==> src/rtl/dbus_arbiter_pkg.sv <==
// Data-bus request/response types and the arbiter's shared constants.
// Widths of owner/ptr fields come from idx_w so a single requester still gets a 1-bit index.
package dbus_arbiter_pkg;

  typedef enum logic [2:0] {
    MSIZE1 = 3'd0,
    MSIZE2 = 3'd1,
    MSIZE4 = 3'd2,
    MSIZE8 = 3'd3
  } msize_t;

  typedef logic [7:0] strobe_t;

  typedef struct packed {
    logic        valid;
    logic [63:0] addr;
    msize_t      size;
    strobe_t     strobe;
    logic [63:0] data;
  } dbus_req_t;

  typedef struct packed {
    logic        data_ok;
    logic [63:0] data;
  } dbus_resp_t;

  localparam int DBUS_NREQ = 3;

  typedef enum logic {
    ARB_IDLE = 1'b0,
    ARB_BUSY = 1'b1
  } dbus_arb_state_t;

  function automatic int idx_w(input int n);
    return (n > 1) ? $clog2(n) : 1;
  endfunction

endpackage

==> src/rtl/dbus_arbiter_if.sv <==
// Requester-facing and downstream data-bus signals of the arbiter.
// The arbiter uses the slave view; whoever drives requests and the downstream bus uses master.
interface dbus_arbiter_if #(
  parameter int NREQ = dbus_arbiter_pkg::DBUS_NREQ
);
  import dbus_arbiter_pkg::*;

  dbus_req_t  req  [NREQ];
  dbus_resp_t resp [NREQ];
  dbus_req_t  dreq;
  dbus_resp_t dresp;

  modport slave  (input req, input dresp, output resp, output dreq);
  modport master (output req, output dresp, input resp, input dreq);

endinterface

==> src/rtl/dbus_arbiter_rr_pick.sv <==
// Combinational priority picker: first valid index scanning from ptr (rotating) or from 0 (fixed).
module dbus_arbiter_rr_pick #(
  parameter int N = 3,
  parameter int W = 2
) (
  input  logic [N-1:0] valid_i,
  input  logic [W-1:0] ptr_i,
  input  logic         rr_en_i,
  output logic [W-1:0] grant_o,
  output logic         any_o
);

  always_comb begin
    int         idx;
    logic [W-1:0] idx_b;
    idx     = 0;
    idx_b   = '0;
    grant_o = '0;
    any_o   = 1'b0;
    for (int k = 0; k < N; k++) begin
      idx = rr_en_i ? int'(ptr_i) + k : k;
      if (idx >= N) idx = idx - N;
      idx_b = W'(idx);
      if (!any_o && valid_i[idx_b]) begin
        any_o   = 1'b1;
        grant_o = idx_b;
      end
    end
  end

endmodule

==> src/rtl/dbus_arbiter.sv <==
// Shares one data-bus port among NREQ requesters: grants one, holds its request until
// data_ok, and delivers data_ok only to a still-present owner.
module dbus_arbiter
  import dbus_arbiter_pkg::*;
#(
  parameter int  NREQ        = DBUS_NREQ,
  parameter bit  ROUND_ROBIN = 1'b1,
  localparam int W           = idx_w(NREQ)
) (
  input  logic           clk,
  input  logic           reset,
  dbus_arbiter_if.slave  bus,
  output logic           busy,
  output logic [W-1:0]   owner
);

  dbus_arb_state_t state_q, state_d;
  logic [W-1:0]    owner_q, owner_d;
  logic [W-1:0]    ptr_q, ptr_d;
  dbus_req_t       lreq_q, lreq_d;
  logic            owner_live_q, owner_live_d;

  logic [NREQ-1:0] valid_vec;
  logic [NREQ-1:0] ok_vec;
  logic [W-1:0]    grant;
  logic            grant_any;

  for (genvar gi = 0; gi < NREQ; gi++) begin : g_port
    assign valid_vec[gi] = bus.req[gi].valid;
    // Data is broadcast; only the owner's data_ok qualifies it.
    assign bus.resp[gi]  = '{data_ok: ok_vec[gi], data: bus.dresp.data};
  end

  dbus_arbiter_rr_pick #(
    .N (NREQ),
    .W (W)
  ) u_pick (
    .valid_i (valid_vec),
    .ptr_i   (ptr_q),
    .rr_en_i (ROUND_ROBIN),
    .grant_o (grant),
    .any_o   (grant_any)
  );

  function automatic logic [W-1:0] wrap_inc(input logic [W-1:0] x);
    return (int'(x) >= NREQ - 1) ? '0 : x + W'(1);
  endfunction

  always_ff @(posedge clk) begin
    if (!reset) begin
      state_q      <= ARB_IDLE;
      owner_q      <= '0;
      ptr_q        <= '0;
      lreq_q       <= '0;
      owner_live_q <= 1'b0;
    end else begin
      state_q      <= state_d;
      owner_q      <= owner_d;
      ptr_q        <= ptr_d;
      lreq_q       <= lreq_d;
      owner_live_q <= owner_live_d;
    end
  end

  // The rotation pointer moves only on completion, so a waiting requester is reached within NREQ transactions.
  always_comb begin
    state_d      = state_q;
    owner_d      = owner_q;
    ptr_d        = ptr_q;
    lreq_d       = lreq_q;
    owner_live_d = owner_live_q;
    case (state_q)
      ARB_IDLE: begin
        if (grant_any) begin
          owner_d = grant;
          if (bus.dresp.data_ok) begin
            ptr_d = wrap_inc(grant);
          end else begin
            state_d      = ARB_BUSY;
            lreq_d       = bus.req[grant];
            owner_live_d = 1'b1;
          end
        end
      end
      ARB_BUSY: begin
        if (!bus.req[owner_q].valid) owner_live_d = 1'b0;
        if (bus.dresp.data_ok) begin
          state_d      = ARB_IDLE;
          ptr_d        = wrap_inc(owner_q);
          lreq_d.valid = 1'b0;
        end
      end
      default: state_d = ARB_IDLE;
    endcase
  end

  // A flushed owner never sees the late response; the downstream transaction still completes.
  always_comb begin
    bus.dreq = '0;
    ok_vec   = '0;
    busy     = 1'b0;
    if (reset) begin
      if (state_q == ARB_BUSY) begin
        busy            = 1'b1;
        bus.dreq        = lreq_q;
        ok_vec[owner_q] = bus.dresp.data_ok & owner_live_q & bus.req[owner_q].valid;
      end else if (grant_any) begin
        bus.dreq      = bus.req[grant];
        ok_vec[grant] = bus.dresp.data_ok;
      end
    end
  end

  assign owner = owner_q;

endmodule

==> src/flat_wrapper.sv <==
// flat-port wrapper written by rule: the top's interface ports become plain ports
module dbus_arbiter_flat import dbus_arbiter_pkg::*;
#(
  parameter int  NREQ        = DBUS_NREQ,
  parameter bit  ROUND_ROBIN = 1'b1,
  localparam int W           = idx_w(NREQ)
)
  (clk, reset, busy, owner, bus_req, bus_dresp, bus_resp, bus_dreq);
  dbus_arbiter_if #(.NREQ(NREQ)) bus_i ();
  input  logic clk;
  input  logic reset;
  output logic busy;
  output logic [W-1:0] owner;
  input wire logic [$bits(bus_i.req)-1:0] bus_req;
  input wire logic [$bits(bus_i.dresp)-1:0] bus_dresp;
  output wire logic [$bits(bus_i.resp)-1:0] bus_resp;
  output wire logic [$bits(bus_i.dreq)-1:0] bus_dreq;
  assign bus_i.req = {>>{bus_req}};
  assign bus_i.dresp = bus_dresp;
  assign bus_resp = {>>{bus_i.resp}};
  assign bus_dreq = bus_i.dreq;
  dbus_arbiter #(.NREQ(NREQ), .ROUND_ROBIN(ROUND_ROBIN)) u_core (.clk(clk), .reset(reset), .bus(bus_i), .busy(busy), .owner(owner));
endmodule
==> config.mk <==
export PLATFORM = sky130hd
export DESIGN_NAME = dbus_arbiter_flat
export DESIGN_NICKNAME = d
export VERILOG_FILES = /design/src/rtl/dbus_arbiter_pkg.sv /design/src/rtl/dbus_arbiter_if.sv /design/src/rtl/dbus_arbiter_rr_pick.sv /design/src/rtl/dbus_arbiter.sv /design/src/flat_wrapper.sv
export SDC_FILE = /design/constraint.sdc
export NUM_CORES = 1
export LEC_CHECK = 0
export ABC_AREA = 1
export BUFFER_PORTS_ARGS = -buffer_cell sky130_fd_sc_hd__buf_2
export CELL_PAD_IN_SITES_DETAIL_PLACEMENT = 2
export CELL_PAD_IN_SITES_GLOBAL_PLACEMENT = 2
export CORE_AREA = 2 2 319 321
export DETAILED_ROUTE_END_ITERATION = 10
export DIE_AREA = 0 0 321 323
export PLACE_DENSITY = 0.58
export SETUP_SLACK_MARGIN = 0.1
export SLEW_MARGIN = 10
export SYNTH_ARGS = -nofsm -noshare
export SYNTH_HDL_FRONTEND = slang
export SYNTH_HIERARCHICAL = 1
export SYNTH_SLANG_ARGS = --single-unit
==> constraint.sdc <==
create_clock -name clk -period 3.2 [get_ports clk]
set_input_delay 0.16 -clock clk [delete_from_list [all_inputs] [get_ports clk]]
set_output_delay 0.16 -clock clk [all_outputs]
set_load 0.01 [all_outputs]
# --- Word level (Yosys, flattened, before mapping) ---
# Index checks and enable logic that the tools add are counted.
word_totals:
  out_inout_bits: 338
  reg_bits: 146
  wordCells: 104
  in_bits: 487
op_classes:
  add_sub_neg: 7
  bitwise: 8
  n_reduce_logical: 11
  n_eq_ne: 5
  n_lt_le_gt_ge: 14
  muxes: 50
op_table:
  columns: ["op", "count"]
  rows:
  - ["2-to-1 mux 140 bit", 9]
  - ["binary-select mux 140 bit (select 2 bit)", 2]
  - ["2-to-1 mux 2 bit", 11]
  - ["2-to-1 mux 1 bit", 16]
  - ["< comparator 2 x 3 -> 1 bit (second input constant)", 5]
  - ["AND reduction 3 bit", 4]
  - ["2-to-1 mux 3 bit", 3]
  - ["inequality test 2 bit (second input constant)", 4]
  - ["bitwise AND 3 bit", 2]
  - ["binary-select mux 1 bit (select 2 bit)", 3]
  - ["greater-or-equal comparator 2 bit (second input constant)", 3]
  - ["greater-or-equal comparator 3 x 2 -> 1 bit (second input constant)", 2]
  - ["greater-or-equal comparator 3 bit (second input constant)", 2]
  - ["inverter 2 -> 3 bit", 2]
  - ["case mux 1 bit (2 select lines)", 3]
  - ["subtractor 2 bit (second input constant)", 3]
  - ["adder 2 x 1 -> 2 bit (second input constant)", 2]
  - ["demux 1 bit (select 2 bit)", 2]
  - ["greater-or-equal comparator 2 x 1 -> 1 bit (second input constant)", 2]
  - ["logical AND 1 bit", 4]
  - ["case mux 2 bit (2 select lines)", 1]
  - ["adder 2 x 1 -> 3 bit (second input constant)", 1]
  - ["adder 2 x 2 -> 3 bit (second input constant)", 1]
  - ["bitwise AND 1 bit", 2]
  - ["other kinds (4)", 6]

# --- Depth between registers and ports, before layout ---
# Gate-level depths: netlist of the first run.
logic_depth:
  word_depth: 19
  ltp_mapped: 23
  mapped_depth_nobuf: 21

# --- Modules after synthesis ---
# The synthesis of the first run kept the hierarchy.
modules_own_cells:
  columns: ["module", "area_each_um2", "cells_per_inst", "seq_area_each_um2", "instances"]
  rows:
  - ["dbus_arbiter", 10790.3, 1917, 2922.8, 1]
  - ["dbus_arbiter_rr_pick", 359.1, 59, 0.0, 1]

# --- Worst setup path before layout of the first run ---
# Ideal clock, no wire load.
synth_path:
  path_type: "reg-to-output"
  startpoint: "register u_core.ptr_q[0]"
  endpoint: "output port bus_dreq[0]"
  slack_ns: 0.464
  path_stages_with_launch: 20
  path_buffers: 2
  required_ns: 3.040
  t_arrival_ns: 2.576
  path_cell_list: "dfxtp_1 -> ha_1 -> nand2_1 -> inv_1 -> ha_1 -> inv_2 -> nand3_2 -> o21ai_2 -> nand3_2 -> nand2_4 -> nor2_4 -> nand3_1 -> nand2_1 -> nor2_2 -> buf_2 -> buf_2 -> nand2_1 -> nand3_1 -> nand2_1 -> nand2_1"
synth_between:
  elab_chain_cells: 18
  word_cells_on_any_way: 34
  cone_classes: "5 x add/sub; 3 x order compare; 21 x mux; 1 x bitwise; 4 x reduce/logical"
synth_rtl:
  columns: ["item", "line_no", "text"]
  rows:
  - ["start, declared", "dbus_arbiter.sv:19", "logic [W-1:0] ptr_q, ptr_d;"]
  - ["start signal, assigned", "dbus_arbiter.sv:59", "ptr_q <= ptr_d;"]
  - ["branches (longest 10 deep; another with adder 2 x 1 -> 3 bit)", null, null]
  - ["2-to-1 mux 2 bit (*)", "dbus_arbiter_rr_pick.sv:24", "if (!any_o && valid_i[idx_b]) begin"]
  - ["net u_core.grant[0]", "dbus_arbiter.sv:25", "logic [W-1:0] grant;"]
  - ["inverter 2 -> 3 bit (not written as such) (*)", "dbus_arbiter.sv:108", "bus.dreq = bus.req[grant];"]
  - ["binary-select mux 140 bit (select 2 bit) (*)", "dbus_arbiter.sv:108", null]
  - ["2-to-1 mux 140 bit (not written as such) (*) (2 in series)", "dbus_arbiter.sv:108", null]
  - ["2-to-1 mux 140 bit (*)", "dbus_arbiter.sv:107", "end else if (grant_any) begin"]
  - ["2-to-1 mux 140 bit (*)", "dbus_arbiter.sv:103", "if (state_q == ARB_BUSY) begin"]
  - ["2-to-1 mux 140 bit (*)", "dbus_arbiter.sv:102", "if (reset) begin"]
  - ["end, declared", "flat_wrapper.sv:17", "output wire logic [$bits(bus_i.dreq)-1:0] bus_dreq;"]
# Mark *: on every way through the listed nets, which the timed path passes. The select of a mux whose other input is x is not followed.

# --- Worst setup path after layout of the first run ---
layout_path:
  startpoint: "register u_core.ptr_q[1]"
  endpoint: "output port bus_dreq[57]"
# Same word-level chain as after synthesis.

==> report_table.html, run 1 <==
<table>
<tr><th>Metric</th><th>Value</th></tr>
<tr><th colspan="2">Outcome</th></tr>
<tr><td>Status</td><td>finished, violations left</td></tr>
<tr><td>Violations in the final reports</td><td>setup timing</td></tr>
<tr><th colspan="2">STA</th></tr>
<tr><td>Measured slew at the worst slew-check pin</td><td>0.898 ns</td></tr>
<tr><td>Worst slew slack as a fraction of its limit</td><td>40.1%</td></tr>
<tr><td>Unrepaired setup endpoints after global routing</td><td>true</td></tr>
<tr><td>Final worst slack</td><td>-0.377 ns</td></tr>
<tr><td>Clock tree skew after final layout</td><td>0.00914 ns</td></tr>
<tr><td>Count of endpoints failing setup in the final report</td><td>143</td></tr>
<tr><td>Achievable frequency</td><td>0.280 GHz</td></tr>
<tr><td>Hold Slack</td><td>0.0239 ns</td></tr>
<tr><td>Final Hold Fails</td><td>0</td></tr>
<tr><td>Max-slew violation count</td><td>0</td></tr>
<tr><td>Clock period minus final worst setup slack</td><td>3.58 ns</td></tr>
<tr><td>Setup_tns</td><td>-43.23 ns</td></tr>
<tr><td>Share of the clock period used by the worst path</td><td>112%</td></tr>
<tr><th colspan="2">Final layout</th></tr>
<tr><td>Area growth from synthesis to layout</td><td>85.7%</td></tr>
<tr><td>Fillcell total</td><td>12100</td></tr>
<tr><td>Post-route core utilization</td><td>20.6%</td></tr>
<tr><td>Final #Nets</td><td>3130</td></tr>
<tr><td>Ratio of cells with drive above 1 in the final layout</td><td>41.5%</td></tr>
<tr><th colspan="2">Power</th></tr>
<tr><td>Pwr Density</td><td>693 mW/mm2</td></tr>
<tr><td>Worst-case vdd ir drop</td><td>310 uV</td></tr>
<tr><td>Leak Pwr</td><td>0.0103 uW</td></tr>
<tr><th colspan="2">Drt</th></tr>
<tr><td>Length of the first detailed-routing pass in iterations</td><td>4</td></tr>
<tr><td>DR vias/cell</td><td>3.80</td></tr>
<tr><td>Routed length per instance</td><td>19.7 um</td></tr>
<tr><td>Via total after detailed routing</td><td>15100</td></tr>
<tr><td>DR iter-0 viols</td><td>459</td></tr>
<tr><td>WL final</td><td>78400 um</td></tr>
<tr><td>DRC errors left</td><td>0</td></tr>
<tr><td>Final antenna-violating net count</td><td>0</td></tr>
<tr><th colspan="2">Logic synthesis</th></tr>
<tr><td>Count leader, synth</td><td>sky130_fd_sc_hd__nand2_1</td></tr>
<tr><td>Dominant register cell in the synthesized netlist</td><td>sky130_fd_sc_hd__dfxtp_1</td></tr>
<tr><td>Gate count after technology mapping</td><td>1976</td></tr>
<tr><td>Post-synth cell types</td><td>26</td></tr>
<tr><td>Top cells by area in the synthesized netlist</td><td>sky130_fd_sc_hd__nand2_1 (29%), sky130_fd_sc_hd__dfxtp_1 (26%), sky130_fd_sc_hd__buf_4 (13%), sky130_fd_sc_hd__nor2_1 (9.6%), sky130_fd_sc_hd__nand3_1 (6.9%)</td></tr>
<tr><td>Avg Synthesized Cell Area</td><td>5.64 um2</td></tr>
<tr><td>Synthesis warning total</td><td>6</td></tr>
<tr><td>Async S/R FF share, synth</td><td>0%</td></tr>
<tr><td>Post-synth top area cell</td><td>sky130_fd_sc_hd__nand2_1</td></tr>
<tr><td>Most frequent cells after synthesis</td><td>sky130_fd_sc_hd__nand2_1 (865), sky130_fd_sc_hd__nor2_1 (285), sky130_fd_sc_hd__buf_4 (195)</td></tr>
<tr><td>Synth Cell Area</td><td>0.0111 mm2</td></tr>
<tr><td>Share of the yosys chip area belonging to registers</td><td>26.2%</td></tr>
<tr><td>Area share of the leading cell type in the synthesized netlist</td><td>29.1%</td></tr>
<tr><td>FF+latch count, synth</td><td>146</td></tr>
<tr><td>Number of synthesized flops with an enable pin</td><td>0</td></tr>
<tr><th colspan="2">Floorplan</th></tr>
<tr><td>Core Region</td><td>0.101 mm2</td></tr>
<tr><td>I/O Pins</td><td>825</td></tr>
<tr><td>Overall die height</td><td>323 um</td></tr>
<tr><td>Effective utilization at floorplan</td><td>11.1%</td></tr>
<tr><td>Area enclosed by the die boundary</td><td>0.104 mm2</td></tr>
<tr><td>Cell Rows</td><td>117</td></tr>
<tr><td>Horiz. Die Dim</td><td>321 um</td></tr>
<tr><th colspan="2">CTS</th></tr>
<tr><td>Sinks on Clock Net</td><td>146</td></tr>
<tr><td>Maximum count of clock buffers along a single path</td><td>2</td></tr>
<tr><td>Clock Latency Late Sink</td><td>0.48 ns</td></tr>
<tr><td>Clock root buffer master</td><td>sky130_fd_sc_hd__clkbuf_16</td></tr>
<tr><td>TritonCTS clock tree</td><td>built</td></tr>
<tr><td>Clock transition time at the flip-flop clock pins of the worst setup and hold paths</td><td>0.07 ns</td></tr>
<tr><td>Total clock buffers created by CTS</td><td>17</td></tr>
<tr><td>H-tree levels</td><td>4</td></tr>
<tr><th colspan="2">Worst setup path</th></tr>
<tr><td>Number of buffer and inverter instances along the worst setup path</td><td>9</td></tr>
<tr><td>Count of cell instances traversed by the critical path</td><td>23</td></tr>
<tr><td>Cell class contributing the biggest share of worst-path delay</td><td>simple AND/OR/NAND/NOR gates</td></tr>
<tr><td>Cell Chain, Critical Path</td><td>ha_4, nand2_4, inv_2, ha_4, inv_6, nand3_2, nand2_4, nand2_4, buf_4, nor3_2, nor2_2, nand2_4, inv_2, nor2_4, buf_12, buf_12, buf_16, buf_8, nand2_1, nand3_2, nand2_1, nand2_1, buf_2</td></tr>
<tr><td>Start of the worst register-to-register path</td><td>u_core/ptr_q[1]</td></tr>
<tr><td>Launch point of the worst path</td><td>u_core/ptr_q[1]</td></tr>
<tr><td>Worst Path Max Fanout</td><td>7</td></tr>
<tr><td>CP required</td><td>3.04 ns</td></tr>
<tr><td>Setup crit end kind</td><td>output port</td></tr>
<tr><td>CP most frequent cell</td><td>sky130_fd_sc_hd__nand2_4</td></tr>
<tr><td>Setup Crit Path Kind</td><td>flop to output port</td></tr>
<tr><td>Kind of start point of the critical path</td><td>flop</td></tr>
<tr><td>Largest stage delay, worst path</td><td>0.36 ns</td></tr>
<tr><td>Arrival time of the worst setup path</td><td>3.42 ns</td></tr>
<tr><td>Number of cells traversed by the worst register-to-register path</td><td>27</td></tr>
<tr><td>Slowest library cell on the worst path</td><td>sky130_fd_sc_hd__dfxtp_4</td></tr>
<tr><th colspan="2">Global route</th></tr>
<tr><td>Wire length of the first global-routing pass</td><td>106000 um</td></tr>
<tr><td>Total routing usage reported by global routing</td><td>13.9%</td></tr>
<tr><td>Via count of the first global-routing pass</td><td>16400</td></tr>
<tr><td>Antenna violations before repair</td><td>13</td></tr>
<tr><td>Leftover overflow at the end of global routing</td><td>0</td></tr>
<tr><td>Largest net degree at the start of global routing</td><td>139</td></tr>
<tr><th colspan="2">Flow run</th></tr>
<tr><td>Max-cap violations</td><td>0</td></tr>
<tr><th colspan="2">Place</th></tr>
<tr><td>Number of I/O port buffers</td><td>568</td></tr>
<tr><td>Routability-driven placement congestion ratio</td><td>0.760</td></tr>
<tr><td>Detailed placement HPWL</td><td>45700 um</td></tr>
<tr><th colspan="2">Worst hold path</th></tr>
<tr><td>Path type of the worst min-delay path</td><td>input port to flop</td></tr>
<tr><td>Cell count of the worst hold path</td><td>5</td></tr>
<tr><td>Startpoint of the worst hold path</td><td>bus_req[262]</td></tr>
</table>
[power breakdown]
part / switching (uW) / total [uW] / internal [uW]
Sequential: 176 / 2350 / 2170
Clock: 979 / 2410 / 1430
Combinational: 5200 / 9590 / 4380
[per-stage QoR]
step,total power (uW),area [um2],std cells,setup WS [ns]
4_1_cts,13200,19000,3917,-0.468
6_report,14300,20700,3970,-0.377
3_3_place_gp,8180,14800,3661,-0.0396
3_5_place_dp,8250,14800,3661,-0.0487
2_1_floorplan,5600,11200,1980,0.464
5_1_grt,15400,20700,3963,-0.563
[layer usage]
layer | global-route usage [%] | up-vias | share of wire (%)
met4 | 5.78 | 6 | 2.9
met3 | 3.56 | 107 | 5.9
li1 | - | 7306 | -
met5 | 0 | - | 0.052
met2 | 23.6 | 466 | 48
met1 | 16.6 | 7218 | 43
[logic make-up after synthesis]
family / count (synthesis) / synth area share (%)
adders and majority gates: 5 / 0.561
other: 1 / 0.0336
AOI/OAI and AO/OA: 155 / 7.03
DFF: 146 / 26.2
buffers and inverters: 339 / 18.7
and+or+nand+nor: 1330 / 47.5
[sequential cells by signal (all words and copies together), names as in the netlist]
register             count
u_core/owner_live_q      1
u_core/owner             2
u_core/ptr_q             2
u_core/state_q           1
u_core/lreq_q          140
[worst register-to-register path, delay by kind of cell, from the launching register on]
kind          cells  cell delay (ns)
flops             1             0.36
buf+inv          10             1.12
fa+ha+maj         2             0.38
simple gates     15             1.17
[worst paths after layout]
path,to,slack [ns]
worst min-delay path,u_core/lreq_q[122],0.02
worst max-delay path,bus_dreq[57],-0.38
worst max register to register,u_core/lreq_q[125],0.07
worst min register to register,u_core/owner_live_q,0.50
[layout make-up]
| class | count | area (um2) | area share, % |
|---|---|---|---|
| Antenna cell | 10 | 25.0 | 0.121 |
| Clock buffer | 20 | 457 | 2.21 |
| Clock inverter | 12 | 203 | 0.979 |
| Inverter | 25 | 114 | 0.550 |
| Multi-Input combinational cell | 1495 | 7370 | 35.6 |
| Sequential cell | 146 | 2930 | 14.1 |
| Tap cell | 1309 | 1640 | 7.91 |
| Timing Repair Buffer | 953 | 7970 | 38.5 |
[layout by cell type, fill, tap and decap left out, drive strengths merged, types with 8 or more instances in the layout]
cell type / n
dlygate4sd3: 175
diode: 10
nand2: 873
a21oi: 9
buf: 767
o21ai: 144
nor3: 8
dfxtp: 146
nand3: 157
clkbuf: 31
nor2: 292
inv: 26
[repair_timing]
action | CTS | global route
gates resized for setup | 215 | 267
hold buffers | 175 | 0
hold endpoints to repair | 85 | 0
cloned | 23 | 11
endpoints found under the setup margin | 146 | 235
setup buffers | 26 | 32
pin swaps | 21 | 56
No activity file was read; power rests on OpenSTA's default activity.
==> run 2: changes to the inputs <==
ABC_AREA = not set   (was 1)
CORE_AREA = 2 2 317 319   (was 2 2 319 321)
DIE_AREA = 0 0 319 321   (was 0 0 321 323)
PLACE_DENSITY = 0.55   (was 0.58)
==> run 2 against run 1 <==
The run still ends with setup timing left. Maximum frequency down 8.8%. Via count fell by 9.7%. Global-route usage down 1.8 points. Critical path depth shrank 5. Non-clock buffer count grew 67. Clock skew up 0.0037 ns. Register-to-register slack got worse by 0.58 ns. Core utilization rose by 1.1 points. Critical endpoint unchanged.
==> report_table.html, run 2 <==
<table>
<tr><th>Metric</th><th>Value</th></tr>
<tr><th colspan="2">CTS</th></tr>
<tr><td>Maximum count of clock buffers along a single path</td><td>2</td></tr>
<tr><td>Total clock buffers created by CTS</td><td>17</td></tr>
<tr><td>Sinks on Clock Net</td><td>146</td></tr>
<tr><td>Clock Latency Late Sink</td><td>0.48 ns</td></tr>
<tr><td>TritonCTS clock tree</td><td>built</td></tr>
<tr><td>Clock root buffer master</td><td>sky130_fd_sc_hd__clkbuf_16</td></tr>
<tr><td>H-tree levels</td><td>4</td></tr>
<tr><td>Clock transition time at the flip-flop clock pins of the worst setup and hold paths</td><td>0.08 ns</td></tr>
<tr><th colspan="2">STA</th></tr>
<tr><td>Clock period minus final worst setup slack</td><td>3.92 ns</td></tr>
<tr><td>Count of endpoints failing setup in the final report</td><td>285</td></tr>
<tr><td>Worst slew slack as a fraction of its limit</td><td>26.2%</td></tr>
<tr><td>Unrepaired setup endpoints after global routing</td><td>true</td></tr>
<tr><td>Final worst slack</td><td>-0.724 ns</td></tr>
<tr><td>Achievable frequency</td><td>0.255 GHz</td></tr>
<tr><td>Share of the clock period used by the worst path</td><td>123%</td></tr>
<tr><td>Max-slew violation count</td><td>0</td></tr>
<tr><td>Measured slew at the worst slew-check pin</td><td>1.11 ns</td></tr>
<tr><td>Clock tree skew after final layout</td><td>0.0128 ns</td></tr>
<tr><td>Final Hold Fails</td><td>0</td></tr>
<tr><th colspan="2">Worst setup path</th></tr>
<tr><td>Kind of start point of the critical path</td><td>flop</td></tr>
<tr><td>Worst Path Max Fanout</td><td>8</td></tr>
<tr><td>Largest stage delay, worst path</td><td>0.36 ns</td></tr>
<tr><td>Reg2reg setup slack</td><td>-0.51 ns</td></tr>
<tr><td>Arrival time of the worst setup path</td><td>3.76 ns</td></tr>
<tr><td>CP required</td><td>3.04 ns</td></tr>
<tr><td>CP most frequent cell</td><td>sky130_fd_sc_hd__buf_12</td></tr>
<tr><td>Slowest library cell on the worst path</td><td>sky130_fd_sc_hd__dfxtp_4</td></tr>
<tr><td>Number of buffer and inverter instances along the worst setup path</td><td>7</td></tr>
<tr><td>Cell class contributing the biggest share of worst-path delay</td><td>buffers and inverters</td></tr>
<tr><td>Cell Chain, Critical Path</td><td>ha_4, and2_4, ha_4, and4bb_2, o21ai_4, nand2_2, o31ai_4, o22ai_4, buf_12, buf_6, nor2b_4, buf_12, buf_12, buf_16, buf_8, a21oi_2, o21ai_1, buf_2</td></tr>
<tr><td>Setup crit end kind</td><td>output port</td></tr>
<tr><td>Setup Crit Path Kind</td><td>flop to output port</td></tr>
<tr><th colspan="2">Logic synthesis</th></tr>
<tr><td>Async S/R FF share, synth</td><td>0%</td></tr>
<tr><td>Share of the yosys chip area belonging to registers</td><td>26.9%</td></tr>
<tr><td>Synthesis warning total</td><td>6</td></tr>
<tr><td>Dominant register cell in the synthesized netlist</td><td>sky130_fd_sc_hd__dfxtp_1</td></tr>
<tr><td>FF+latch count, synth</td><td>146</td></tr>
<tr><td>Top cells by area in the synthesized netlist</td><td>sky130_fd_sc_hd__dfxtp_1 (27%), sky130_fd_sc_hd__buf_4 (14%), sky130_fd_sc_hd__mux2i_1 (13%), sky130_fd_sc_hd__a21oi_1 (13%), sky130_fd_sc_hd__o21ai_0 (10%)</td></tr>
<tr><td>Number of synthesized flops with an enable pin</td><td>0</td></tr>
<tr><td>Post-synth top area cell</td><td>sky130_fd_sc_hd__dfxtp_1</td></tr>
<tr><td>Synth Cell Area</td><td>0.0109 mm2</td></tr>
<tr><td>Count leader, synth</td><td>sky130_fd_sc_hd__a21oi_1</td></tr>
<tr><td>Gate count after technology mapping</td><td>1530</td></tr>
<tr><td>Most frequent cells after synthesis</td><td>sky130_fd_sc_hd__a21oi_1 (283), sky130_fd_sc_hd__o21ai_0 (219), sky130_fd_sc_hd__buf_4 (199)</td></tr>
<tr><td>Area share of the leading cell type in the synthesized netlist</td><td>26.9%</td></tr>
<tr><td>Post-synth cell types</td><td>48</td></tr>
<tr><td>Avg Synthesized Cell Area</td><td>7.10 um2</td></tr>
<tr><th colspan="2">Drt</th></tr>
<tr><td>Routed length per instance</td><td>18.9 um</td></tr>
<tr><td>Final antenna-violating net count</td><td>0</td></tr>
<tr><td>WL final</td><td>67400 um</td></tr>
<tr><td>Via total after detailed routing</td><td>13600</td></tr>
<tr><td>DRC errors left</td><td>0</td></tr>
<tr><td>DR iter-0 viols</td><td>343</td></tr>
<tr><td>Length of the first detailed-routing pass in iterations</td><td>4</td></tr>
<tr><td>DR vias/cell</td><td>3.82</td></tr>
<tr><th colspan="2">Final layout</th></tr>
<tr><td>Register with the highest flop count</td><td>u_core/lreq_q</td></tr>
<tr><td>Fillcell total</td><td>11600</td></tr>
<tr><td>Post-route core utilization</td><td>21.6%</td></tr>
<tr><td>Ratio of cells with drive above 1 in the final layout</td><td>64.0%</td></tr>
<tr><td>Multi-input logic area</td><td>0.00817 mm2</td></tr>
<tr><td>Most common library cell in the layout ignoring fill and taps</td><td>sky130_fd_sc_hd__buf_2</td></tr>
<tr><td>Storage cell area</td><td>0.00293 mm2</td></tr>
<tr><td>Most frequent cells in the layout</td><td>sky130_fd_sc_hd__buf_2 (543), sky130_fd_sc_hd__buf_4 (287), sky130_fd_sc_hd__nand2_1 (146)</td></tr>
<tr><td>Area growth from synthesis to layout</td><td>97.6%</td></tr>
<tr><td>Final #Nets</td><td>2746</td></tr>
<tr><td>Number of flip-flops under the largest register name</td><td>140</td></tr>
<tr><td>Count of inserted antenna diode cells</td><td>0</td></tr>
<tr><th colspan="2">Worst hold path</th></tr>
<tr><td>Path type of the worst min-delay path</td><td>input port to flop</td></tr>
<tr><th colspan="2">Place</th></tr>
<tr><td>Routability-driven placement congestion ratio</td><td>0.746</td></tr>
<tr><td>Dpl ws</td><td>-0.672 ns</td></tr>
<tr><td>Number of I/O port buffers</td><td>568</td></tr>
<tr><td>Detailed placement HPWL</td><td>45300 um</td></tr>
<tr><th colspan="2">Flow run</th></tr>
<tr><td>Max-cap violations</td><td>0</td></tr>
<tr><th colspan="2">Global route</th></tr>
<tr><td>Wire length of the first global-routing pass</td><td>92900 um</td></tr>
<tr><td>Largest net degree at the start of global routing</td><td>124</td></tr>
<tr><td>Via count of the first global-routing pass</td><td>14800</td></tr>
<tr><td>Total routing usage reported by global routing</td><td>12.1%</td></tr>
<tr><td>Leftover overflow at the end of global routing</td><td>0</td></tr>
<tr><td>Antenna violations before repair</td><td>5</td></tr>
<tr><th colspan="2">Floorplan</th></tr>
<tr><td>Horiz. Die Dim</td><td>319 um</td></tr>
<tr><td>Core Region</td><td>0.0993 mm2</td></tr>
<tr><td>I/O Pins</td><td>825</td></tr>
<tr><td>Overall die height</td><td>321 um</td></tr>
<tr><td>Effective utilization at floorplan</td><td>10.9%</td></tr>
<tr><td>Area enclosed by the die boundary</td><td>0.102 mm2</td></tr>
<tr><td>Cell Rows</td><td>116</td></tr>
<tr><th colspan="2">Outcome</th></tr>
<tr><td>Status</td><td>finished, violations left</td></tr>
<tr><td>Violations in the final reports</td><td>setup timing</td></tr>
<tr><th colspan="2">Power</th></tr>
<tr><td>Pwr Density</td><td>560 mW/mm2</td></tr>
<tr><td>Total power draw</td><td>12000 uW</td></tr>
<tr><td>Leak Pwr</td><td>0.00898 uW</td></tr>
<tr><td>Worst-case vdd ir drop</td><td>228 uV</td></tr>
</table>
[run 2: layout make-up]
class	count	area share, %
Clock inverter	14	0.571
Timing Repair Buffer	1020	38.0
Multi-Input combinational cell	1062	38.1
Inverter	7	0.122
Tap cell	1298	7.57
Clock buffer	18	2.05
Sequential cell	146	13.6
[run 2: what timing repair did]
item                                   4_1_cts  5_1_grt
pin swaps                                   88      138
hold buffers                                 8        0
setup endpoints to repair                  286      286
gates resized for setup                    430      463
gates cloned                                20       21
endpoints found under the hold margin        8        0
setup buffers                               63       78
[run 2: cells by family (layout without fill, tap and decap cells)]
group	after synthesis	in the layout	synth area share (%)
muxes	145	145	13.4
other	1	6	0.0345
adders and majority gates	5	5	0.576
buffers and inverters	327	1059	19.6
and+or+nand+nor	326	326	12.1
DFF	146	146	26.9
AOI/OAI and AO/OA	580	580	27.4
[run 2: stage by stage]
step,hold WS [ns],setup TNS (ns),cell area [um2],cells
6_report,0.0379,-133.83,21500,3565
5_1_grt,0.0202,-195.69,21500,3565
4_1_cts,0.00672,-123.68,18800,3469
3_5_place_dp,0.320,-45.61,15700,3349
3_3_place_gp,0.320,-26.45,15700,3349
2_1_floorplan,0.237,0,10900,1535
[run 2: path summary, 6_finish.rpt]
path	start	cells past startpoint	end
max	u_core/ptr_q[0]	18	bus_dreq[57]
min	bus_req[205]	3	u_core/lreq_q[65]
max reg2reg	u_core/ptr_q[0]	21	u_core/lreq_q[32]
min reg2reg	u_core/lreq_q[139]	2	u_core/lreq_q[139]
[run 2: tightest hold or removal path, cell delays in order]
cell and delay, ns:
sky130_fd_sc_hd__buf_2 0.10, sky130_fd_sc_hd__a21oi_2 0.07, sky130_fd_sc_hd__a21oi_1 0.14
[run 2: report_power, final]
| part | leakage [uW] | total (uW) | internal (uW) | switching [uW] |
|---|---|---|---|---|
| sequential | 0.00121 | 2360 | 2120 | 237 |
| combinational | 0.00751 | 7560 | 3930 | 3630 |
| clock | 0.000270 | 2090 | 1040 | 1050 |
| total | 0.00898 | 12000 | 7090 | 4920 |
[run 2: per-layer routing]
layer,GRT usage (%),share of wire (%)
met5,0,0.071
met4,4.39,2.4
met3,2.65,4.5
met2,21.5,51
met1,14.1,42
==> run 3: changes to the inputs <==
CTS_BUF_LIST = sky130_fd_sc_hd__clkbuf_2   (was not set)
SETUP_SLACK_MARGIN = 0.05   (was 0.1)
==> run 3 against run 2 <==
Worst setup slack got worse by 0.77 ns. Cell area up 32%. Via count increased by 27%. Largest cell class is now buffers. Power up 11%. Wire length rose by 52%. The flow still finishes with violations (setup timing). Die area unchanged. Hold slack improved by 0.19 ns.
==> report_table.html, run 3 (same netlist as run 2, synthesis figures left out) <==
<table>
<tr><th>Metric</th><th>Value</th></tr>
<tr><th colspan="2">Floorplan</th></tr>
<tr><td>Core Region</td><td>0.0993 mm2</td></tr>
<tr><td>Horiz. Die Dim</td><td>319 um</td></tr>
<tr><td>Cell Rows</td><td>116</td></tr>
<tr><td>Effective utilization at floorplan</td><td>10.9%</td></tr>
<tr><td>Overall die height</td><td>321 um</td></tr>
<tr><td>Area enclosed by the die boundary</td><td>0.102 mm2</td></tr>
<tr><td>I/O Pins</td><td>825</td></tr>
<tr><th colspan="2">CTS</th></tr>
<tr><td>Clock Latency Late Sink</td><td>1.06 ns</td></tr>
<tr><td>Clock transition time at the flip-flop clock pins of the worst setup and hold paths</td><td>0.33 ns</td></tr>
<tr><td>H-tree levels</td><td>4</td></tr>
<tr><td>Total clock buffers created by CTS</td><td>17</td></tr>
<tr><td>Clock root buffer master</td><td>sky130_fd_sc_hd__clkbuf_2</td></tr>
<tr><td>TritonCTS clock tree</td><td>built</td></tr>
<tr><td>Maximum count of clock buffers along a single path</td><td>2</td></tr>
<tr><td>Sinks on Clock Net</td><td>146</td></tr>
<tr><th colspan="2">Worst setup path</th></tr>
<tr><td>Cell class contributing the biggest share of worst-path delay</td><td>buffers and inverters</td></tr>
<tr><td>Worst Path Max Fanout</td><td>6</td></tr>
<tr><td>Destination of the worst register-to-register timing path</td><td>u_core/lreq_q[38]</td></tr>
<tr><td>CP most frequent cell</td><td>sky130_fd_sc_hd__buf_12</td></tr>
<tr><td>Cell Chain, Critical Path</td><td>ha_4, and2_4, ha_4, and4bb_2, o21ai_4, nand2_2, o31ai_4, o22ai_4, buf_12, buf_6, nor2b_4, buf_12, buf_16, buf_12, buf_12, buf_6, a21oi_4, o21ai_1, buf_2</td></tr>
<tr><td>Kind of start point of the critical path</td><td>flop</td></tr>
<tr><td>Reg2reg setup slack</td><td>-1.20 ns</td></tr>
<tr><td>Number of buffer and inverter instances along the worst setup path</td><td>8</td></tr>
<tr><td>CP required</td><td>3.04 ns</td></tr>
<tr><td>Number of cells traversed by the worst register-to-register path</td><td>26</td></tr>
<tr><td>Setup crit end kind</td><td>output port</td></tr>
<tr><td>Arrival time of the worst setup path</td><td>4.54 ns</td></tr>
<tr><td>Setup Crit Path Kind</td><td>flop to output port</td></tr>
<tr><td>Slowest library cell on the worst path</td><td>sky130_fd_sc_hd__dfxtp_4</td></tr>
<tr><td>Start of the worst register-to-register path</td><td>u_core/ptr_q[0]</td></tr>
<tr><td>Largest stage delay, worst path</td><td>0.44 ns</td></tr>
<tr><th colspan="2">Final layout</th></tr>
<tr><td>Storage cell area</td><td>0.00293 mm2</td></tr>
<tr><td>Most common library cell in the layout ignoring fill and taps</td><td>sky130_fd_sc_hd__dlygate4sd3_1</td></tr>
<tr><td>Final #Nets</td><td>3341</td></tr>
<tr><td>Most frequent cells in the layout</td><td>sky130_fd_sc_hd__dlygate4sd3_1 (581), sky130_fd_sc_hd__buf_2 (522), sky130_fd_sc_hd__buf_4 (296)</td></tr>
<tr><td>Ratio of cells with drive above 1 in the final layout</td><td>55.3%</td></tr>
<tr><td>Non-filler cells, final</td><td>4177</td></tr>
<tr><td>Area growth from synthesis to layout</td><td>162%</td></tr>
<tr><td>Number of flip-flops under the largest register name</td><td>140</td></tr>
<tr><td>Multi-input logic area</td><td>0.00916 mm2</td></tr>
<tr><td>Register with the highest flop count</td><td>u_core/lreq_q</td></tr>
<tr><td>Fillcell total</td><td>11000</td></tr>
<tr><th colspan="2">STA</th></tr>
<tr><td>Unrepaired setup endpoints after global routing</td><td>true</td></tr>
<tr><td>Final worst slack</td><td>-1.50 ns</td></tr>
<tr><td>Worst slew slack as a fraction of its limit</td><td>13.9%</td></tr>
<tr><td>Share of the clock period used by the worst path</td><td>147%</td></tr>
<tr><td>Clock period minus final worst setup slack</td><td>4.70 ns</td></tr>
<tr><td>Count of endpoints failing setup in the final report</td><td>286</td></tr>
<tr><td>Final Hold Fails</td><td>0</td></tr>
<tr><td>Measured slew at the worst slew-check pin</td><td>1.29 ns</td></tr>
<tr><td>Clock tree skew after final layout</td><td>0.0666 ns</td></tr>
<tr><td>Setup_tns</td><td>-340.43 ns</td></tr>
<tr><td>Max-slew violation count</td><td>0</td></tr>
<tr><td>Achievable frequency</td><td>0.213 GHz</td></tr>
<tr><th colspan="2">Power</th></tr>
<tr><td>Pwr Density</td><td>468 mW/mm2</td></tr>
<tr><td>Worst-case vdd ir drop</td><td>173 uV</td></tr>
<tr><td>Total power draw</td><td>13300 uW</td></tr>
<tr><td>Leak Pwr</td><td>0.0116 uW</td></tr>
<tr><th colspan="2">Global route</th></tr>
<tr><td>Via count of the first global-routing pass</td><td>19800</td></tr>
<tr><td>Leftover overflow at the end of global routing</td><td>0</td></tr>
<tr><td>Total routing usage reported by global routing</td><td>16.9%</td></tr>
<tr><td>Wire length of the first global-routing pass</td><td>129000 um</td></tr>
<tr><td>Largest net degree at the start of global routing</td><td>124</td></tr>
<tr><td>Antenna violations before repair</td><td>18</td></tr>
<tr><th colspan="2">Worst hold path</th></tr>
<tr><td>Path type of the worst min-delay path</td><td>input port to flop</td></tr>
<tr><td>Cell count of the worst hold path</td><td>6</td></tr>
<tr><td>Startpoint of the worst hold path</td><td>bus_req[159]</td></tr>
<tr><td>Worst min-delay path endpoint</td><td>u_core/lreq_q[19]</td></tr>
<tr><th colspan="2">Place</th></tr>
<tr><td>Dpl ws</td><td>-0.672 ns</td></tr>
<tr><td>Number of I/O port buffers</td><td>568</td></tr>
<tr><td>Detailed placement HPWL</td><td>45300 um</td></tr>
<tr><td>Routability-driven placement congestion ratio</td><td>0.746</td></tr>
<tr><td>Total instance count after detailed placement</td><td>3349</td></tr>
<tr><th colspan="2">Drt</th></tr>
<tr><td>Via total after detailed routing</td><td>17300</td></tr>
<tr><td>DR iter-0 viols</td><td>583</td></tr>
<tr><td>DR vias/cell</td><td>4.13</td></tr>
<tr><td>DRC errors left</td><td>0</td></tr>
<tr><td>WL final</td><td>103000 um</td></tr>
<tr><td>Final antenna-violating net count</td><td>0</td></tr>
<tr><td>Routed length per instance</td><td>24.6 um</td></tr>
<tr><td>Length of the first detailed-routing pass in iterations</td><td>5</td></tr>
<tr><th colspan="2">Outcome</th></tr>
<tr><td>Violations in the final reports</td><td>setup timing</td></tr>
<tr><td>Status</td><td>finished, violations left</td></tr>
<tr><th colspan="2">Flow run</th></tr>
<tr><td>Max-cap violations</td><td>0</td></tr>
</table>
-- run 3: cell count changes in the layout (fill, tap and decap cells not counted), sizes merged --
cell,before,now
dlygate4sd3,8,581
diode,0,17
clkinv,5,6
clkbuf,35,36
buf,994,1014
-- run 3: how the worst max path moves through the flow --
stage	from	end	slack, ns	depth (start not counted)
floorplan	u_core/ptr_q[0]	bus_dreq[0]	0.10	14
global placement	u_core/ptr_q[1]	bus_dreq[128]	-0.57	17
detailed placement	u_core/ptr_q[0]	bus_dreq[128]	-0.67	16
CTS	u_core/ptr_q[0]	bus_dreq[107]	-1.56	18
global route	u_core/ptr_q[0]	bus_dreq[74]	-1.76	19
finish	u_core/ptr_q[0]	bus_dreq[74]	-1.50	19
-- run 3: worst min-delay path, cell delays in order --
cell and delay, ns:
sky130_fd_sc_hd__dlygate4sd3_1 0.52, sky130_fd_sc_hd__buf_2 0.13, sky130_fd_sc_hd__a21oi_4 0.07, sky130_fd_sc_hd__buf_4 0.13, sky130_fd_sc_hd__buf_4 0.12, sky130_fd_sc_hd__a21oi_2 0.12
-- run 3: repair_timing --
| action | 4_1_cts | 5_1_grt |
|---|---|---|
| gates cloned | 20 | 24 |
| buffers inserted | 86 | 86 |
| pin swaps | 117 | 220 |
| hold endpoints to repair | 146 | 4 |
| gates resized for setup | 537 | 632 |
| endpoints found under the setup margin | 286 | 286 |
| hold buffers | 580 | 1 |
-- run 3: routing by layer --
layer | part of all wire (%) | global-route usage [%] | up-vias
li1 | - | - | 7778
met5 | 0.038 | 0 | -
met3 | 3.9 | 3.31 | 373
met2 | 54 | 32.6 | 630
met4 | 6.2 | 10.1 | 6
met1 | 36 | 16.5 | 8479
-- run 3: cell type report --
cell class,instances,share of cell area [%]
Sequential cell,146,10.3
Multi-Input combinational cell,1062,32.2
Clock buffer,17,0.300
Inverter,7,0.0925
Tap cell,1298,5.72
Timing Repair Buffer,1615,50.7
Antenna cell,17,0.150
Clock inverter,15,0.445
-- run 3: power by group --
group / switching [uW] / leakage [uW] / internal (uW)
Combinational: 4760 / 0.0103 / 4920
Clock: 997 / 0.000125 / 233
Sequential: 265 / 0.00121 / 2120
Total: 6030 / 0.0116 / 7280
-- run 3: per-stage QoR --
stage | area, um2 | hold slack, ns | util, %
after global routing | 28400 | 0.101 | 28.6
final | 28400 | 0.227 | 28.6
after detailed placement | 15700 | 0.320 | 15.8
after global placement | 15700 | 0.320 | 15.8
after CTS | 24700 | -0.459 | 24.9
after floorplan | 10900 | 0.237 | -
